==> config.mk <==
export PLATFORM = sky130hd
export DESIGN_NAME = fetch_inst_queue
export DESIGN_NICKNAME = d
export VERILOG_FILES = /design/src/rtl/fetch_inst_queue.sv
export SDC_FILE = /design/constraint.sdc
export NUM_CORES = 2
export LEC_CHECK = 0
export ABC_AREA = 1
export BUFFER_PORTS_ARGS = -buffer_cell sky130_fd_sc_hd__buf_4
export CORE_ASPECT_RATIO = 1.25
export CORE_MARGIN = 1.5
export CORE_UTILIZATION = 30
export DETAILED_ROUTE_END_ITERATION = 7
export GPL_TIMING_DRIVEN = 1
export PLACE_DENSITY = 0.47
export RECOVER_POWER = 50
export SLEW_MARGIN = 20
export SYNTH_ARGS = -nofsm -noshare
export SYNTH_HDL_FRONTEND = slang
export SYNTH_SLANG_ARGS = --single-unit
==> constraint.sdc <==
create_clock -name clk -period 8 [get_ports clk]
set_clock_uncertainty 0.2 [all_clocks]
set_input_delay 1.6 -clock clk [delete_from_list [all_inputs] [get_ports clk]]
set_output_delay 1.6 -clock clk [all_outputs]
set_load 0.02 [all_outputs]
==> src/rtl/fetch_inst_queue.sv <==
// ============================================================================
// fetch_inst_queue
// ----------------------------------------------------------------------------
// Instruction queue between the fetch pre-decode/branch-check stage and
// decode. Each cycle it takes up to FETCH_WIDTH instructions with a per-lane
// valid mask that may contain holes. It compacts the valid lanes in program
// order into a circular buffer and issues up to DECODE_WIDTH instructions per
// cycle, oldest first. Any front-end redirect flushes the whole queue.
//
// Parameters
//   FETCH_WIDTH   enqueue lanes per cycle
//   DECODE_WIDTH  dequeue lanes per cycle
//   DEPTH         number of entries; power of two, >= 2*FETCH_WIDTH
//
// Ports
//   clk            clock
//   rst_n          asynchronous reset, active low
//   flush_i        discard all contents (redirect), takes effect next cycle
//   in_valid_i     per-lane enqueue valid mask (holes allowed)
//   in_pc_i        enqueue lane PCs, lane i at [i*32 +: 32]
//   in_inst_i      enqueue lane instruction words
//   in_taken_i     enqueue lane predicted-taken flags
//   in_ready_o     queue has room for a full fetch group
//   out_valid_o    issue-lane valids, always a contiguous low-order run
//   out_pc_o       issue-lane PCs (zero on lanes that are not valid)
//   out_inst_o     issue-lane instruction words (zero on invalid lanes)
//   out_taken_o    issue-lane predicted-taken flags (zero on invalid lanes)
//   out_ready_i    decode accepts every asserted out_valid_o lane
//
// Handshake
//   Enqueue fires when |in_valid_i && in_ready_o && !flush_i. in_ready_o is
//   derived from the registered occupancy only, so a dequeue in the same
//   cycle never raises it. A group offered while in_ready_o is low is dropped;
//   upstream must hold it and offer it again.
//   Dequeue fires when out_ready_i && !flush_i and then retires every lane
//   that out_valid_o currently shows; decode may not take a partial run.
//
// Optional build macro
//   FETCH_QUEUE_PERF_EN  adds perf_full_cycles_o[31:0] (cycles with a valid
//                        fetch group but no room) and perf_flush_cnt_o[31:0]
//                        (cycles with flush_i high). Both saturate at all
//                        ones, reset to 0 and ignore flush.
// ============================================================================
module fetch_inst_queue #(
    parameter int FETCH_WIDTH  = 2,
    parameter int DECODE_WIDTH = 2,
    parameter int DEPTH        = 16
) (
    input  logic                      clk,
    input  logic                      rst_n,
    input  logic                      flush_i,
    input  logic [FETCH_WIDTH-1:0]    in_valid_i,
    input  logic [FETCH_WIDTH*32-1:0] in_pc_i,
    input  logic [FETCH_WIDTH*32-1:0] in_inst_i,
    input  logic [FETCH_WIDTH-1:0]    in_taken_i,
    output logic                      in_ready_o,
    output logic [DECODE_WIDTH-1:0]   out_valid_o,
    output logic [DECODE_WIDTH*32-1:0] out_pc_o,
    output logic [DECODE_WIDTH*32-1:0] out_inst_o,
    output logic [DECODE_WIDTH-1:0]   out_taken_o,
    input  logic                      out_ready_i
`ifdef FETCH_QUEUE_PERF_EN
    ,
    output logic [31:0]               perf_full_cycles_o,
    output logic [31:0]               perf_flush_cnt_o
`endif
);

    // AW index bits; the extra MSB of head/tail is the wrap bit, which lets
    // tail - head express the full range 0..DEPTH without ambiguity.
    localparam int AW = $clog2(DEPTH);
    localparam int CW = AW + 1;

    localparam logic [CW-1:0] DEPTH_C = CW'(DEPTH);
    localparam logic [CW-1:0] FW_C    = CW'(FETCH_WIDTH);

    // ------------------------------------------------------------------------
    // State
    // ------------------------------------------------------------------------
    logic [CW-1:0] r_head;
    logic [CW-1:0] r_tail;

    // Entry storage. Not reset and not cleared on flush: the pointers alone
    // decide what is live, and invalid output lanes are forced to zero.
    logic [31:0]   r_pc    [DEPTH];
    logic [31:0]   r_inst  [DEPTH];
    logic          r_taken [DEPTH];

    // ------------------------------------------------------------------------
    // Occupancy
    // ------------------------------------------------------------------------
    logic [CW-1:0] w_count;
    logic [CW-1:0] w_free;

    assign w_count    = r_tail - r_head;
    assign w_free     = DEPTH_C - w_count;
    assign in_ready_o = (w_free >= FW_C);

    // ------------------------------------------------------------------------
    // Enqueue compaction
    // Lane i lands at tail + (number of valid lanes below i), so holes in the
    // mask are squeezed out and program order is preserved.
    // ------------------------------------------------------------------------
    logic [CW-1:0] w_enq_n;
    logic [AW-1:0] w_wr_idx [FETCH_WIDTH];
    logic          w_enq_fire;

    always_comb begin
        w_enq_n = '0;
        for (int i = 0; i < FETCH_WIDTH; i++) begin
            w_wr_idx[i] = r_tail[AW-1:0] + w_enq_n[AW-1:0];
            if (in_valid_i[i]) begin
                w_enq_n = w_enq_n + CW'(1);
            end
        end
    end

    assign w_enq_fire = (|in_valid_i) && in_ready_o && !flush_i;

    // ------------------------------------------------------------------------
    // Dequeue
    // Output lane k shows entry head+k whenever more than k entries are live,
    // which makes out_valid_o a contiguous run from lane 0 by construction.
    // ------------------------------------------------------------------------
    logic [CW-1:0] w_deq_n;
    logic [AW-1:0] w_rd_idx [DECODE_WIDTH];
    logic          w_deq_fire;

    always_comb begin
        w_deq_n     = '0;
        out_valid_o = '0;
        out_pc_o    = '0;
        out_inst_o  = '0;
        out_taken_o = '0;
        for (int k = 0; k < DECODE_WIDTH; k++) begin
            w_rd_idx[k] = r_head[AW-1:0] + AW'(k);
            if (w_count > CW'(k)) begin
                out_valid_o[k]        = 1'b1;
                out_pc_o[k*32 +: 32]   = r_pc[w_rd_idx[k]];
                out_inst_o[k*32 +: 32] = r_inst[w_rd_idx[k]];
                out_taken_o[k]        = r_taken[w_rd_idx[k]];
                w_deq_n               = w_deq_n + CW'(1);
            end
        end
    end

    assign w_deq_fire = out_ready_i && !flush_i;

    // ------------------------------------------------------------------------
    // Pointer update. Flush wins over both enqueue and dequeue. Because the
    // enqueue count is bounded by the free space checked through in_ready_o,
    // tail - head can never exceed DEPTH.
    // ------------------------------------------------------------------------
    always_ff @(posedge clk or negedge rst_n) begin
        if (!rst_n) begin
            r_head <= '0;
            r_tail <= '0;
        end else if (flush_i) begin
            r_head <= '0;
            r_tail <= '0;
        end else begin
            if (w_enq_fire) begin
                r_tail <= r_tail + w_enq_n;
            end
            if (w_deq_fire) begin
                r_head <= r_head + w_deq_n;
            end
        end
    end

    // ------------------------------------------------------------------------
    // Entry write. Compacted indices are distinct, so several lanes can write
    // in the same cycle without conflict. New data becomes visible at the
    // outputs only after the tail pointer moves, i.e. the next cycle.
    // ------------------------------------------------------------------------
    always_ff @(posedge clk) begin
        if (w_enq_fire) begin
            for (int i = 0; i < FETCH_WIDTH; i++) begin
                if (in_valid_i[i]) begin
                    r_pc[w_wr_idx[i]]    <= in_pc_i[i*32 +: 32];
                    r_inst[w_wr_idx[i]]  <= in_inst_i[i*32 +: 32];
                    r_taken[w_wr_idx[i]] <= in_taken_i[i];
                end
            end
        end
    end

    // ------------------------------------------------------------------------
    // Performance counters
    // ------------------------------------------------------------------------
`ifdef FETCH_QUEUE_PERF_EN
    logic [31:0] r_full_cycles;
    logic [31:0] r_flush_cnt;

    // Stall cycles: fetch has something to give but there is no room for a
    // full group. Counters saturate rather than wrap and ignore flush.
    always_ff @(posedge clk or negedge rst_n) begin
        if (!rst_n) begin
            r_full_cycles <= '0;
            r_flush_cnt   <= '0;
        end else begin
            if ((|in_valid_i) && !in_ready_o && (r_full_cycles != 32'hFFFF_FFFF)) begin
                r_full_cycles <= r_full_cycles + 32'd1;
            end
            if (flush_i && (r_flush_cnt != 32'hFFFF_FFFF)) begin
                r_flush_cnt <= r_flush_cnt + 32'd1;
            end
        end
    end

    assign perf_full_cycles_o = r_full_cycles;
    assign perf_flush_cnt_o   = r_flush_cnt;
`else
    // Counters are compiled out; the queue datapath above is unaffected.
`endif

endmodule
-- After elaboration in Yosys (flattened, before gate mapping)
Memories as Yosys holds them, arrays and structs flattened.
Index checks and enable logic that the tools add are counted.
- bits in registers: 10
- word-level logic and storage cells: 45
- memories kept: 3
- bits in writable memories: 1040
- add/sub/neg operators: 8
- mux-type cells: 22
- order comparisons: 3
- reductions and logical operators: 7
- memory list (name ; words ; bits a word ; rd ports ; clocked after memory_dff ; wr ports ; line ; RTL):
    r_inst ; 16 ; 32 ; 2 ; 0 ; 2 ; 86 ; logic [31:0] r_inst [DEPTH];
    r_pc ; 16 ; 32 ; 2 ; 0 ; 2 ; 85 ; logic [31:0] r_pc [DEPTH];
    r_taken ; 16 ; 1 ; 2 ; 0 ; 2 ; 87 ; logic r_taken [DEPTH];
- operators by type and width (cell ; count):
    32-bit two-way mux ; 4
    5-bit two-way mux ; 6
    1-bit two-way mux ; 12
    5-bit by 1-bit adder with 5-bit output (second input constant) ; 2
    5-bit adder ; 2
    5-bit by 1-bit > comparator with 1-bit output (second input constant) ; 2
    5-bit by 2-bit >= comparator with 1-bit output (second input constant) ; 1
    5-bit subtractor ; 1
    5-bit subtractor (first input constant) ; 1
    4-bit by 1-bit adder with 4-bit output (second input constant) ; 1
    4-bit adder ; 1
    2-bit nonzero test ; 2
    1-bit logical AND ; 3
    2-bit OR reduction ; 1
    1-bit zero test ; 1

-- Longest topological paths before layout
- depth in word-level cells: 8
- gate-level depth with buffers: 22
- gate-level depth less buffers: 18

-- Worst setup path before layout
No wires, ideal clock.
- path type: register -> register
- start point: reg r_head[2]
- end point: mem r_inst[10][0] (enable)
- cell stages (with the launch flop): 20
- data required time: 7.222 ns
- arrival time: 7.479 ns
- clock period less this slack: 8.257 ns
- setup time: 0.578 ns
- setup slack: -0.257 ns
- path through: dfrtp_1 buf_2 inv_1 clkbuf_1 clkbuf_1 ha_1 a21oi_2 nand2_1 nand2_1 nand3_1 nor2_1 ha_1 nor3b_1 nand2_1 nor2_1 nand3_2 nand2_1 inv_2 nand3_1 o21ai_0
- RTL lines (what ; line ; RTL):
    start: declaration ; 80 ; logic [CW-1:0] r_head;
    start signal: assignment ; 166 ; r_head <= r_head + w_deq_n;
    end: declaration ; 86 ;

==> flow_metrics.tcl <==
set metrics [dict create \
    fin_hold_ws_ps 362 \
    io_pins 269 \
    die_y_um 547 \
    hold_violations 0 \
    rr_startpoint "r_head[1]" \
    slowest_delay_ps 2130 \
    grt_max_degree 207 \
    rrSetupSlack_ps 530 \
    syn_nets 9309 \
    fin_util_pct 33.5 \
    cts_tree "built" \
    slowest_stage "o21ai_0" \
    grt_pass1_vias 68185 \
    ys_seq_elements 1050 \
    die-width_um 439 \
    drt_iter0_drc 9450 \
    final_layout_size_suffix_gt1_share_pct 7.86 \
    clock.fmax_mhz 134 \
    cts_sinks 1050 \
    crit_path_max_fanout 94 \
    wl_per_cell_um 32.1 \
    finalNetCount 8818 \
    cts_buffers 136 \
    worstPathRequired_ps 8220 \
    vias 72344 \
    ys_types 39 \
    grt_setup_unrepaired "no" \
    clk_pin_slew_ps 50 \
    yosys_warnings 0 \
    slew_headroom_pct -131 \
    postCtsSetupRepairBufs 0 \
    die_area_um2 240000 \
    core-area_um2 236000 \
    antenna_found_initial 43 \
    grt_pass1_wl_mm 532 \
    status "finished, violations left" \
    r2r_cells 18 \
    power_density_nw_per_um2 428 \
    r2r_end "r_pc[11][14]" \
    leakage_nw 28.8 \
    drc 8 \
    start_util_pct 30.2 \
    drt_wl_total_mm 382 \
    layout.area.seq_um2 31500 \
    postSynthCellCount 9152 \
    synth_async_sr_flop_share_pct 0.952 \
    maxCapViolCount 15 \
    placed_cells 11638 \
    multi_input_area_um2 34500 \
    ys.flop_type "edfxtp_1" \
    critical_path_class "reg2reg" \
    fin_area_um2 78900 \
    setup_violations 0 \
    hold_buffers 0 \
    hp-start "r_head[4]" \
    period_minus_slack_ps 7470 \
    gp_congestion 0.868 \
    finalMaxSlewViolations 515 \
    holdPathStages 2 \
    crit_path_end_kind "flip-flop" \
    setup_ws_ps 530 \
    syn-cell-area_um2 71100 \
    syn_to_final_growth_pct 10.9 \
    arrival_ps 7690 \
    clockRootBuffer "clkbuf_16" \
    port_buffers 268 \
    syn_avg_cell_area_um2 7.77 \
    post-route-period-util_pct 93.4 \
    worstMarginPinSlew_ps 3460 \
    ant_nets 0 \
    instances_no_fill 11910 \
    place_area_um2 75000 \
    clockBufferDepth 3 \
    hold_class "reg2reg" \
    rows 199 \
    violations "DRC, capacitance limit, slew limit" \
    dr.pass1.iters 8 \
    ctsHtreeMaxLevel 4 \
    tns_ps 0 \
    grt_usage_pct 30.9 \
    clk_latency_ps 820 \
    path_cells "inv_8 > ha_1 > nand3_1 > nand2_1 > nand2_1 > nand3_1 > nor2_1 > ha_1 > nor3b_1 > nand2_1 > nor2_1 > nand3_1 > nand2_1 > inv_1 > nand3_1 > buf_4 > o21ai_0 > clkbuf_2" \
    via_per_inst 6.07 \
    hold_path_end "r_head[4]" \
    power_mw 33.8 \
    ir_drop_mv 0.489 \
    synth_edf_count 1040 \
    cp-start-kind "flip-flop" \
    pre_cts_slack_ps 1950 \
    cts_resized 0 \
    yosysSeqAreaShare_pct 44.3 \
    dp_hpwl_mm 212 \
    nFillCells 24541 \
    grt.overflow.total 0 \
]
-- registers in the layout (all words and copies together), names as in the netlist --
register,flops
r_head,5
r_inst,512
r_pc,512
r_tail,5
r_taken,16
-- placed cells by master (no fill, tap or decap), types with 81 or more instances in the layout --
cell          n
o21bai_1   1040
a31oi_1     120
nor2_1      136
edfxtp_1   1040
o21ai_0     315
nand3_1    1760
nand2_1    2469
nor3_1      102
inv_1       216
a21oi_1     559
clkbuf_16   138
a22oi_1      81
buf_4       399
-- logic make-up after synthesis --
family	count (synthesis)	share of synthesized area, %
AO/OA/AOI/OAI	2251	20.5
adder cells (fa/ha/maj)	21	0.401
buffers and inverters	1326	7.64
XOR/XNOR	7	0.0967
AND/OR/NAND/NOR	4497	27.1
flip-flops	1050	44.3
-- final cells by class --
class | instances | area share [%]
Antenna cell | 28 | 0.0888
Inverter | 245 | 1.28
Sequential cell | 1050 | 39.9
Timing Repair Buffer | 452 | 4.82
Multi-Input combinational cell | 6776 | 43.7
Tap cell | 3115 | 4.94
Clock inverter | 57 | 0.612
Clock buffer | 187 | 4.61
-- cell usage after synthesis (all sizes together), types with 2 or more instances --
cell type / number / area share [%]
clkbuf: 643 / 3.4
a211oi: 46 / 0.49
o221ai: 65 / 0.80
a22oi: 81 / 0.85
a31oi: 125 / 1.1
a22o: 2 / 0.025
buf: 438 / 3.0
nor2: 145 / 0.78
o21bai: 1040 / 11
clkinv: 2 / 0.011
nor3: 107 / 0.75
xnor2: 3 / 0.047
nand4: 2 / 0.026
a221oi: 3 / 0.037
o211ai: 3 / 0.032
ha: 18 / 0.32
fa: 3 / 0.084
o21ai: 325 / 2.3
nand2: 2481 / 13
xor2: 4 / 0.049
inv: 243 / 1.3
dfrtp: 10 / 0.35
edfxtp: 1040 / 44
nand3: 1760 / 12
a21oi: 560 / 3.9
-- where the power goes --
group          internal, mW  switching, mW  total [mW]
Clock                  3.32           2.67        6.00
Combinational          5.34           15.7        21.1
Sequential             6.51          0.219        6.73
-- layer usage --
layer,routed length (um),GRT usage [%]
met5,122,0
met3,35200,5.93
met2,174000,48.8
met4,34600,25.8
met1,138000,36.3
-- worst max-delay path, delay by kind of cell, from the launching register on --
kind,cells,cell delay [ps]
flops,1,720
simple gates,11,1100
fa+ha+maj,2,600
compound gates,1,2130
buf+inv,4,2180
-- worst max-delay path by stage --
stage                         start             to  cells past startpoint
final                     r_head[1]   r_pc[11][14]                     18
after global routing      r_head[1]   out_pc_o[15]                     12
after CTS                 r_head[3]   out_pc_o[15]                      9
after detailed placement  r_head[3]   out_pc_o[15]                      9
after global placement    r_head[3]   out_pc_o[15]                      9
after floorplan           r_head[2]  r_inst[10][0]                     19
Power figures use the tool's default switching activity.
